[src/rtl/app_scheduler.sv]
// app_scheduler: shares the buttons, the 7-segment display and the alarm line
// among N_APPS application blocks. A menu picks the active application. Button
// pulses are routed only to the active application, and its display is muxed
// to the output. A pending alarm from another application takes over the
// display with a blinking image until the user acknowledges it.
module app_scheduler #(
    parameter int N_APPS    = 4,
    parameter int DISP_W    = 48,
    parameter int BLINK_CYC = 25_000_000
) (
    input  logic                       clk,
    input  logic                       rst_n,
    input  logic                       up,
    input  logic                       down,
    input  logic                       left,
    input  logic                       right,
    input  logic                       enter,
    input  logic                       esc,
    input  logic [N_APPS*DISP_W-1:0]   app_out,
    input  logic [N_APPS-1:0]          app_alarm,
    output logic [N_APPS-1:0]          app_up,
    output logic [N_APPS-1:0]          app_down,
    output logic [N_APPS-1:0]          app_left,
    output logic [N_APPS-1:0]          app_right,
    output logic [N_APPS-1:0]          app_enter,
    output logic [N_APPS-1:0]          app_esc,
    output logic [N_APPS-1:0]          app_mode,
    output logic [DISP_W-1:0]          out,
    output logic                       alarm,
    output logic                       norm
);

    localparam int SEL_W = $clog2(N_APPS);
    localparam int CNT_W = (BLINK_CYC > 1) ? $clog2(BLINK_CYC) : 1;
    localparam logic [SEL_W-1:0] LAST_SEL = SEL_W'(N_APPS - 1);
    localparam logic [CNT_W-1:0] CNT_LAST = CNT_W'(BLINK_CYC - 1);

    typedef enum logic [1:0] {
        ST_MENU,
        ST_RUN,
        ST_ALERT
    } state_t;

    state_t              state_q, state_d;
    state_t              prev_q, prev_d;
    logic [SEL_W-1:0]    sel_q, sel_d;
    logic [SEL_W-1:0]    active_q, active_d;
    logic [CNT_W-1:0]    cnt_q, cnt_d;
    logic                phase_q, phase_d;
    logic [DISP_W-1:0]   out_q, out_d;
    logic                alarm_q, alarm_d;
    logic                norm_q, norm_d;
    logic [N_APPS-1:0]   mode_q, mode_d;
    logic [N_APPS-1:0]   up_q, up_d;
    logic [N_APPS-1:0]   down_q, down_d;
    logic [N_APPS-1:0]   left_q, left_d;
    logic [N_APPS-1:0]   right_q, right_d;
    logic [N_APPS-1:0]   enter_q, enter_d;
    logic [N_APPS-1:0]   esc_q, esc_d;

    logic [N_APPS-1:0]   pend_mask;
    logic                pend_valid;
    logic [SEL_W-1:0]    pend_idx;

    // Seven-segment code (active-low) of the digit shown in the menu.
    function automatic logic [7:0] seg_code(input int s);
        logic [7:0] c;
        case (s)
            0:       c = 8'hC0;
            1:       c = 8'hF9;
            2:       c = 8'hA4;
            3:       c = 8'hB0;
            4:       c = 8'h99;
            5:       c = 8'h92;
            6:       c = 8'h82;
            7:       c = 8'hF8;
            default: c = 8'hFF;
        endcase
        return c;
    endfunction

    function automatic logic [N_APPS-1:0] one_hot(input logic [SEL_W-1:0] idx);
        logic [N_APPS-1:0] v;
        v      = '0;
        v[idx] = 1'b1;
        return v;
    endfunction

    // Lowest-index pending alarm; the running app's own alarm never counts.
    always_comb begin
        pend_mask = app_alarm;
        if ((state_q == ST_RUN) || ((state_q == ST_ALERT) && (prev_q == ST_RUN))) begin
            pend_mask[active_q] = 1'b0;
        end
        pend_valid = |pend_mask;
        pend_idx   = '0;
        for (int i = N_APPS - 1; i >= 0; i--) begin
            if (pend_mask[i]) begin
                pend_idx = SEL_W'(i);
            end
        end
    end

    // Next-state logic: menu navigation, button routing and alarm handling.
    always_comb begin
        state_d  = state_q;
        prev_d   = prev_q;
        sel_d    = sel_q;
        active_d = active_q;
        cnt_d    = cnt_q;
        phase_d  = phase_q;
        up_d     = '0;
        down_d   = '0;
        left_d   = '0;
        right_d  = '0;
        enter_d  = '0;
        esc_d    = '0;
        case (state_q)
            ST_MENU: begin
                if (pend_valid) begin
                    state_d = ST_ALERT;
                    prev_d  = ST_MENU;
                    cnt_d   = '0;
                    phase_d = 1'b1;
                end else if (enter) begin
                    state_d  = ST_RUN;
                    active_d = sel_q;
                end else if (!esc) begin
                    if (right || down) begin
                        sel_d = (sel_q == LAST_SEL) ? '0 : sel_q + 1'b1;
                    end else if (left || up) begin
                        sel_d = (sel_q == '0) ? LAST_SEL : sel_q - 1'b1;
                    end
                end
            end
            ST_RUN: begin
                if (pend_valid) begin
                    state_d = ST_ALERT;
                    prev_d  = ST_RUN;
                    cnt_d   = '0;
                    phase_d = 1'b1;
                end else if (esc) begin
                    state_d = ST_MENU;
                    sel_d   = active_q;
                end else begin
                    if (up)    up_d    = one_hot(active_q);
                    if (down)  down_d  = one_hot(active_q);
                    if (left)  left_d  = one_hot(active_q);
                    if (right) right_d = one_hot(active_q);
                    if (enter) enter_d = one_hot(active_q);
                end
            end
            ST_ALERT: begin
                if (!pend_valid) begin
                    state_d = prev_q;
                end else if (enter || esc) begin
                    if (enter) enter_d = one_hot(pend_idx);
                    if (esc)   esc_d   = one_hot(pend_idx);
                    state_d = prev_q;
                end else if (cnt_q == CNT_LAST) begin
                    cnt_d   = '0;
                    phase_d = ~phase_q;
                end else begin
                    cnt_d = cnt_q + 1'b1;
                end
            end
            default: begin
                state_d = ST_MENU;
            end
        endcase
    end

    // Output images derived from the state being entered, so every output
    // register agrees with the state register after the same edge.
    always_comb begin
        alarm_d = |app_alarm;
        norm_d  = (state_d == ST_RUN);
        mode_d  = '0;
        if ((state_d == ST_RUN) || ((state_d == ST_ALERT) && (prev_d == ST_RUN))) begin
            mode_d = one_hot(active_d);
        end
        out_d = '1;
        case (state_d)
            ST_MENU:  out_d = {{(DISP_W-8){1'b1}}, seg_code(int'(sel_d))};
            ST_RUN:   out_d = app_out[int'(active_d)*DISP_W +: DISP_W];
            ST_ALERT: out_d = phase_d ? app_out[int'(pend_idx)*DISP_W +: DISP_W] : '1;
            default:  out_d = '1;
        endcase
    end

    // State and output registers with synchronous active-low reset.
    always_ff @(posedge clk) begin
        if (!rst_n) begin
            state_q  <= ST_MENU;
            prev_q   <= ST_MENU;
            sel_q    <= '0;
            active_q <= '0;
            cnt_q    <= '0;
            phase_q  <= 1'b1;
            out_q    <= {{(DISP_W-8){1'b1}}, seg_code(0)};
            alarm_q  <= 1'b0;
            norm_q   <= 1'b0;
            mode_q   <= '0;
            up_q     <= '0;
            down_q   <= '0;
            left_q   <= '0;
            right_q  <= '0;
            enter_q  <= '0;
            esc_q    <= '0;
        end else begin
            state_q  <= state_d;
            prev_q   <= prev_d;
            sel_q    <= sel_d;
            active_q <= active_d;
            cnt_q    <= cnt_d;
            phase_q  <= phase_d;
            out_q    <= out_d;
            alarm_q  <= alarm_d;
            norm_q   <= norm_d;
            mode_q   <= mode_d;
            up_q     <= up_d;
            down_q   <= down_d;
            left_q   <= left_d;
            right_q  <= right_d;
            enter_q  <= enter_d;
            esc_q    <= esc_d;
        end
    end

    assign out       = out_q;
    assign alarm     = alarm_q;
    assign norm      = norm_q;
    assign app_mode  = mode_q;
    assign app_up    = up_q;
    assign app_down  = down_q;
    assign app_left  = left_q;
    assign app_right = right_q;
    assign app_enter = enter_q;
    assign app_esc   = esc_q;

endmodule

[config.mk]
export PLATFORM = sky130hd
export DESIGN_NAME = app_scheduler
export DESIGN_NICKNAME = d
export VERILOG_FILES = /design/src/rtl/app_scheduler.sv
export SDC_FILE = /design/constraint.sdc
export NUM_CORES = 1
export LEC_CHECK = 0
export ABC_AREA = 1
export CORE_UTILIZATION = 49
export DETAILED_ROUTE_END_ITERATION = 16
export HOLD_SLACK_MARGIN = 0.12
export PLACE_DENSITY = 0.88
export SLEW_MARGIN = 20
export SYNTH_ARGS = -nofsm -noshare
export SYNTH_HDL_FRONTEND = slang
export SYNTH_SLANG_ARGS = --single-unit
[constraint.sdc]
create_clock -name clk -period 6 [get_ports clk]
set_clock_uncertainty 0.2 [all_clocks]
set_input_delay 1.2 -clock clk [delete_from_list [all_inputs] [get_ports clk]]
set_output_delay 1.2 -clock clk [all_outputs]
set_load 0.01 [all_outputs]
* Word-level counts from Yosys, hierarchy flattened *
Index checks and enable logic that the tools add are counted.
W data, S select, Z words.

storage, ports and cells
  register bits after elaboration = 112
  output and inout port bits = 78
  input bits = 204
  word-level logic and storage cells = 131

cells by class
  multiply operators = 2
  add/sub/neg operators = 3
  $lt $le $gt $ge = 6
  reductions and logical operators = 25
  bitwise logic cells = 9
  shift-type cells = 2
  multiplexer cells = 54
  equality and inequality tests = 14

operators by type and width
  kind                     number
  $shiftx A192 B9 Y48      2
  $pmux W48 S3             1
  $mux W25                 4
  $pmux W25 S2             1
  $mux W2                  24
  $mux W48                 1
  $pmux W8 S4              1
  $reduce_or A8 Y1         4
  $mux W4                  7
  $add A25 B1 Y25 const B  1
  $eq A25 B25 Y1 const B   1
  $eq A2 B1 Y1 const B     5
  $eq A2 B2 Y1 const B     5
  $lt A2 B3 Y1 const B     3
  $logic_not A2 Y1         4
  $mul A2 B2 Y4 const B    2
  $pmux W2 S2              2
  $pmux W4 S2              1
  $reduce_or A4 Y1         2
  $mux W1                  7
  $not A1 Y1               7
  $demux W1 S2             3
  $ge A2 B1 Y1 const B     3
  $pmux W2 S3              1
  14 further kinds         23

* Logic depth before layout (Yosys ltp) *
  depth in word-level cells = 19
  mapped depth = 21
  mapped depth without buffers = 20

* Worst setup path before layout *
Ideal clock, no wire load.

  path type = in2reg
  start = input port esc
  end = register out_q[11], in the netlist out[11]
  path buffers = 2
  library setup time = 0.123 ns
  cell stages on the path = 14
  arrival time = 2.760 ns
  setup slack = 2.917 ns
  required time = 5.677 ns
  cell sequence = clkbuf_1 > nor2_1 > nand2_1 > o21ai_0 > nand2_1 > nand3_1 > nand2_2 > nand2_2 > nor2_2 > inv_2 > nand2_1 > nor2_2 > buf_2 > nand3_1

on the way
  word-level cells in the longest chain between the ends = 6
  elaborated cells on any way between the ends = 14
  classes of those cells = eq/ne: 2; mux: 10; reduce/logical: 2

RTL lines
  item                                               RTL line  source
  start, declared                                    18        input logic esc,
  $logic_or A1 B1 Y1                                 156       end else if (enter || esc) begin
  $mux W2 / $mux W1 (equally long branches)          156
  $mux W2 / $mux W1 (equally long branches)          154       if (!pend_valid) begin
  $pmux W2 S3 / $pmux W1 S2 (equally long branches)  118       case (state_q)
  $eq A2 B2 Y1 (tied with other cells)               183       case (state_d)
  $pmux W48 S3 (*)                                   183
  end signal, assigned                               200       out_q <= {{(DISP_W-8){1'b1}}, seg_code(0)};
  end signal, assigned                               217       out_q <= out_d;
  end, declared                                      50        logic [DISP_W-1:0] out_q, out_d;

Mark *: on every way between the ends. The rest lies on a longest branch, timed or not.
A chain may end at the register's enable or synchronous reset.

* Worst setup path after layout *
  start = input port enter
  end = register out_q[7], in the netlist out[7]

on the way
  word-level cells in the longest chain between the ends = 6
  elaborated cells on any way between the ends = 19
  classes of those cells = mul: 1; eq/ne: 2; shift: 1; mux: 13; reduce/logical: 2

RTL lines
  item                                                  RTL line  source
  start, declared                                       17        input logic enter,
  $mux W2 / $logic_or A1 B1 Y1 (equally long branches)  125, 156
  $mux W2 (tied with other cells)                       120       if (pend_valid) begin
  $mux W2 (tied with other cells)                       118
  $mul A2 B2 Y4 (tied with other cells)                 185       ST_RUN: out_d = app_out[int'(active_d)*DISP_W +: DISP_W];
  $shiftx A192 B9 Y48 (tied with other cells)           185
  $pmux W48 S3 (*)                                      183

Marks and branches as above.

==> impl_metrics.json <==
{
  "outcome": "completed",
  "rrSetupSlack_ps": 2000,
  "cts.sink_count": 112,
  "setup_viol": 0,
  "clock.fmax_mhz": 237.6,
  "areaGrowthSynthToFinish_pct": 40.66,
  "grt_antenna_before_repair": 0,
  "die-width_microns": 126.8,
  "num_antenna_cells": 0,
  "grt_max_degree": 48,
  "core_sq_um": 15200,
  "power.density_nw_per_um2": 202.4,
  "yosysTopAreaCellShare": 0.2938,
  "cp_common_cell": "nand2_1",
  "timing.rr.start": "state_q[1]",
  "clk_pin_slew_worst_paths_ps": 70,
  "dp_cells": 1679,
  "crit_fanout": 41,
  "gr-total-overflow": 0,
  "post_cts_buffers": 0,
  "crit_start": "enter",
  "synthXorXnorAreaFrac": 0.008033,
  "post-route-min-period_ps": 4209,
  "worstSetupPathType": "in2reg",
  "ios": 282,
  "synth-edff-count": 0,
  "path_cells": "clkdlybuf4s50_1 -> nor2_1 -> o21ai_0 -> nand2_1 -> nand2_1 -> nand2_1 -> nand2_2 -> nand2_2 -> nor2_2 -> inv_2 -> nand2_1 -> nor2_4 -> nand3_1",
  "crit_required_ps": 6000,
  "seqPwrFrac": 0.385,
  "die_area_sq_um": 16080,
  "vdd_drop_max_v": 0.0001696,
  "hold_class": "reg2reg",
  "synth_fa_ha_area_frac": 0.01148,
  "numCtsBuffers": 9,
  "post-synth-top-area-cell": "dfxtp_1",
  "grt_pass1_vias": 9098,
  "cts_resized": 0,
  "design_area_sq_um": 10740,
  "cts_tree": "done",
  "end_kind": "flip-flop",
  "synth_top_family_by_area": "simple AND/OR/NAND/NOR gates",
  "drt-initial-drc-count": 1032,
  "power.internal_uw": 1463,
  "swShare": 0.3268,
  "cts_hold_buf": 0,
  "clockPowerShare": 0.274,
  "synth.cell_area_sq_um": 7632,
  "ys_ff_latch": 112,
  "fp-row-count": 45,
  "synth-compound-area-share": 0.1541,
  "slowest_delay_ps": 810,
  "slowest_stage": "nor2_4",
  "grtUsageTotal": 0.3631,
  "routabilityCongestion": 0.9838,
  "setup-tns-final_ps": 0,
  "start_kind": "input pin",
  "io_buffers": 281,
  "clk_latency_ps": 360,
  "syn_avg_cell_area_sq_um": 6.024,
  "ant_nets": 0,
  "grt_pass1_wl_mm": 46.14,
  "fp.dieH_microns": 126.8,
  "nets": 1713,
  "drv_cap": 0,
  "final_cells": 1694,
  "drive_gt1_frac": 0.04515,
  "wl_per_cell_microns": 17.62,
  "cts_root_buf": "clkbuf_16",
  "p_leak_uw": 0.004084,
  "async_flop_share": 0,
  "seq_area_frac_synth": 0.2938,
  "fin_util": 0.7062,
  "synth-warning-count": 0,
  "dr.pass1.iters": 6,
  "vias_per_cell": 5.782,
  "rsz0062_at_grt": "false",
  "tightest_slew_ps": 1112,
  "ys.flop_type": "dfxtp_1",
  "drt-total-wl_mm": 29.85,
  "synthTopCellsByCount": "463 x nand2_1, 133 x nor2_1, 112 x dfxtp_1, 97 x o21ai_0, 90 x nand3_1",
  "synthSimpleGateAreaFrac": 0.4513,
  "drc": 0,
  "p_comb_frac": 0.340,
  "dp_hpwl_mm": 21.72,
  "crit_end": "out[7]",
  "placed_area_sq_um": 10450,
  "r2r_cells": 15,
  "synthesis.nets": 1478,
  "htree_levels": 3,
  "p_total_uw": 2173,
  "reg2reg_to": "out[4]",
  "synth.distinct_cells": 42,
  "drv_slew": 0,
  "syn_inst": 1267,
  "period_share": 0.7015,
  "yosys-top-cells-area": "dfxtp_1 29%, nand2_1 23%, nor2_1 6.5%",
  "hold_viol": 0,
  "vias": 9794,
  "synth.most_common_cell": "nand2_1",
  "p_switching_uw": 710.2,
  "start_util": 0.5021,
  "clockBufferDepth": 2,
  "muxShareOfSynthArea": 0,
  "max_slew_margin": 0.2572,
  "cp_data_arrival_time_ps": 4210
}
-- worst min-delay path by stage --
| stage | start | endpoint | slack, ps | depth (start not counted) |
|---|---|---|---|---|
| 3_3_place_gp | cnt_q[2] | cnt_q[2] | 250 | 2 |
| 5_1_grt | cnt_q[4] | cnt_q[4] | 290 | 1 |
| 6_report | cnt_q[4] | cnt_q[4] | 270 | 1 |
| 4_1_cts | cnt_q[4] | cnt_q[4] | 270 | 1 |
| 2_1_floorplan | cnt_q[4] | cnt_q[4] | 230 | 1 |
| 3_5_place_dp | cnt_q[4] | cnt_q[4] | 260 | 1 |
-- per-stage QoR --
| stage | hold slack [ps] | setup slack, ps |
|---|---|---|
| final | 268.8 | 1791 |
| after global routing | 288.1 | 1600 |
| after floorplan | 233.8 | 2917 |
| after global placement | 249.7 | 1666 |
| after CTS | 270.6 | 1876 |
| after detailed placement | 260.9 | 1521 |
-- logic make-up (layout without fill, tap and decap cells) --
logic type	Yosys count	count (layout)
AOI/OAI and AO/OA	198	198
xor gates and xnor gates	7	7
adders and majority gates	7	7
buffers and inverters	147	386
DFF	112	112
and+or+nand+nor	796	796
-- routing by layer --
layer	GRT usage	vias up	wire, microns
met4	0.2101	0	1931
met1	0.4250	4325	11020
met5	0	-	0
li1	-	4654	-
met3	0.08393	145	3057
met2	0.6089	670	13840
-- cells in the final DEF, fill, tap and decap left out, types with 9 or more instances in the layout --
master           instances
buf_4                    9
dfxtp_1                112
inv_1                   69
inv_2                    9
nor3_1                  19
clkbuf_16                9
nor2_1                 131
nand2_2                 13
o21ai_1                 11
a21oi_1                 23
nand4_1                 50
o211ai_1                45
clkdlybuf4s50_1        281
nand3_1                 90
o21ai_0                 97
nand2_1                463
-- power groups by stage --
stage	sequential (uW)	clock, uW	combinational (uW)
2_1_floorplan	872	0	333
3_3_place_gp	853	0	716
3_5_place_dp	853	0	725
4_1_cts	837	596	729
5_1_grt	841	631	793
6_report	837	596	740
-- registers in the layout, summed over array words and instances, names as in the netlist --
signal     cells
alarm          1
app_enter      4
cnt_q         25
prev_q         2
active_q       2
phase_q        1
app_esc        4
sel_q          2
app_right      4
out           48
state_q        2
app_up         4
app_down       4
norm           1
app_mode       4
app_left       4
-- worst max-delay path, delay by kind of cell --
kind | cells | cell delay (ps)
AND/OR/NAND/NOR | 10 | 2140
AO/OA/AOI/OAI | 1 | 160
buffers and inverters | 2 | 660
-- area by class of cell --
type / count / area (sq um)
sequential: 112 / 2242
multi-input combinational: 1008 / 4790
timing repair buffer: 290 / 2880
clock buffer: 13 / 270.3
tap: 188 / 235.2
clock inverter: 2 / 13.76
inverter: 81 / 304.0
fill: 1268 / 4467
(Power assumes the default switching activity.)
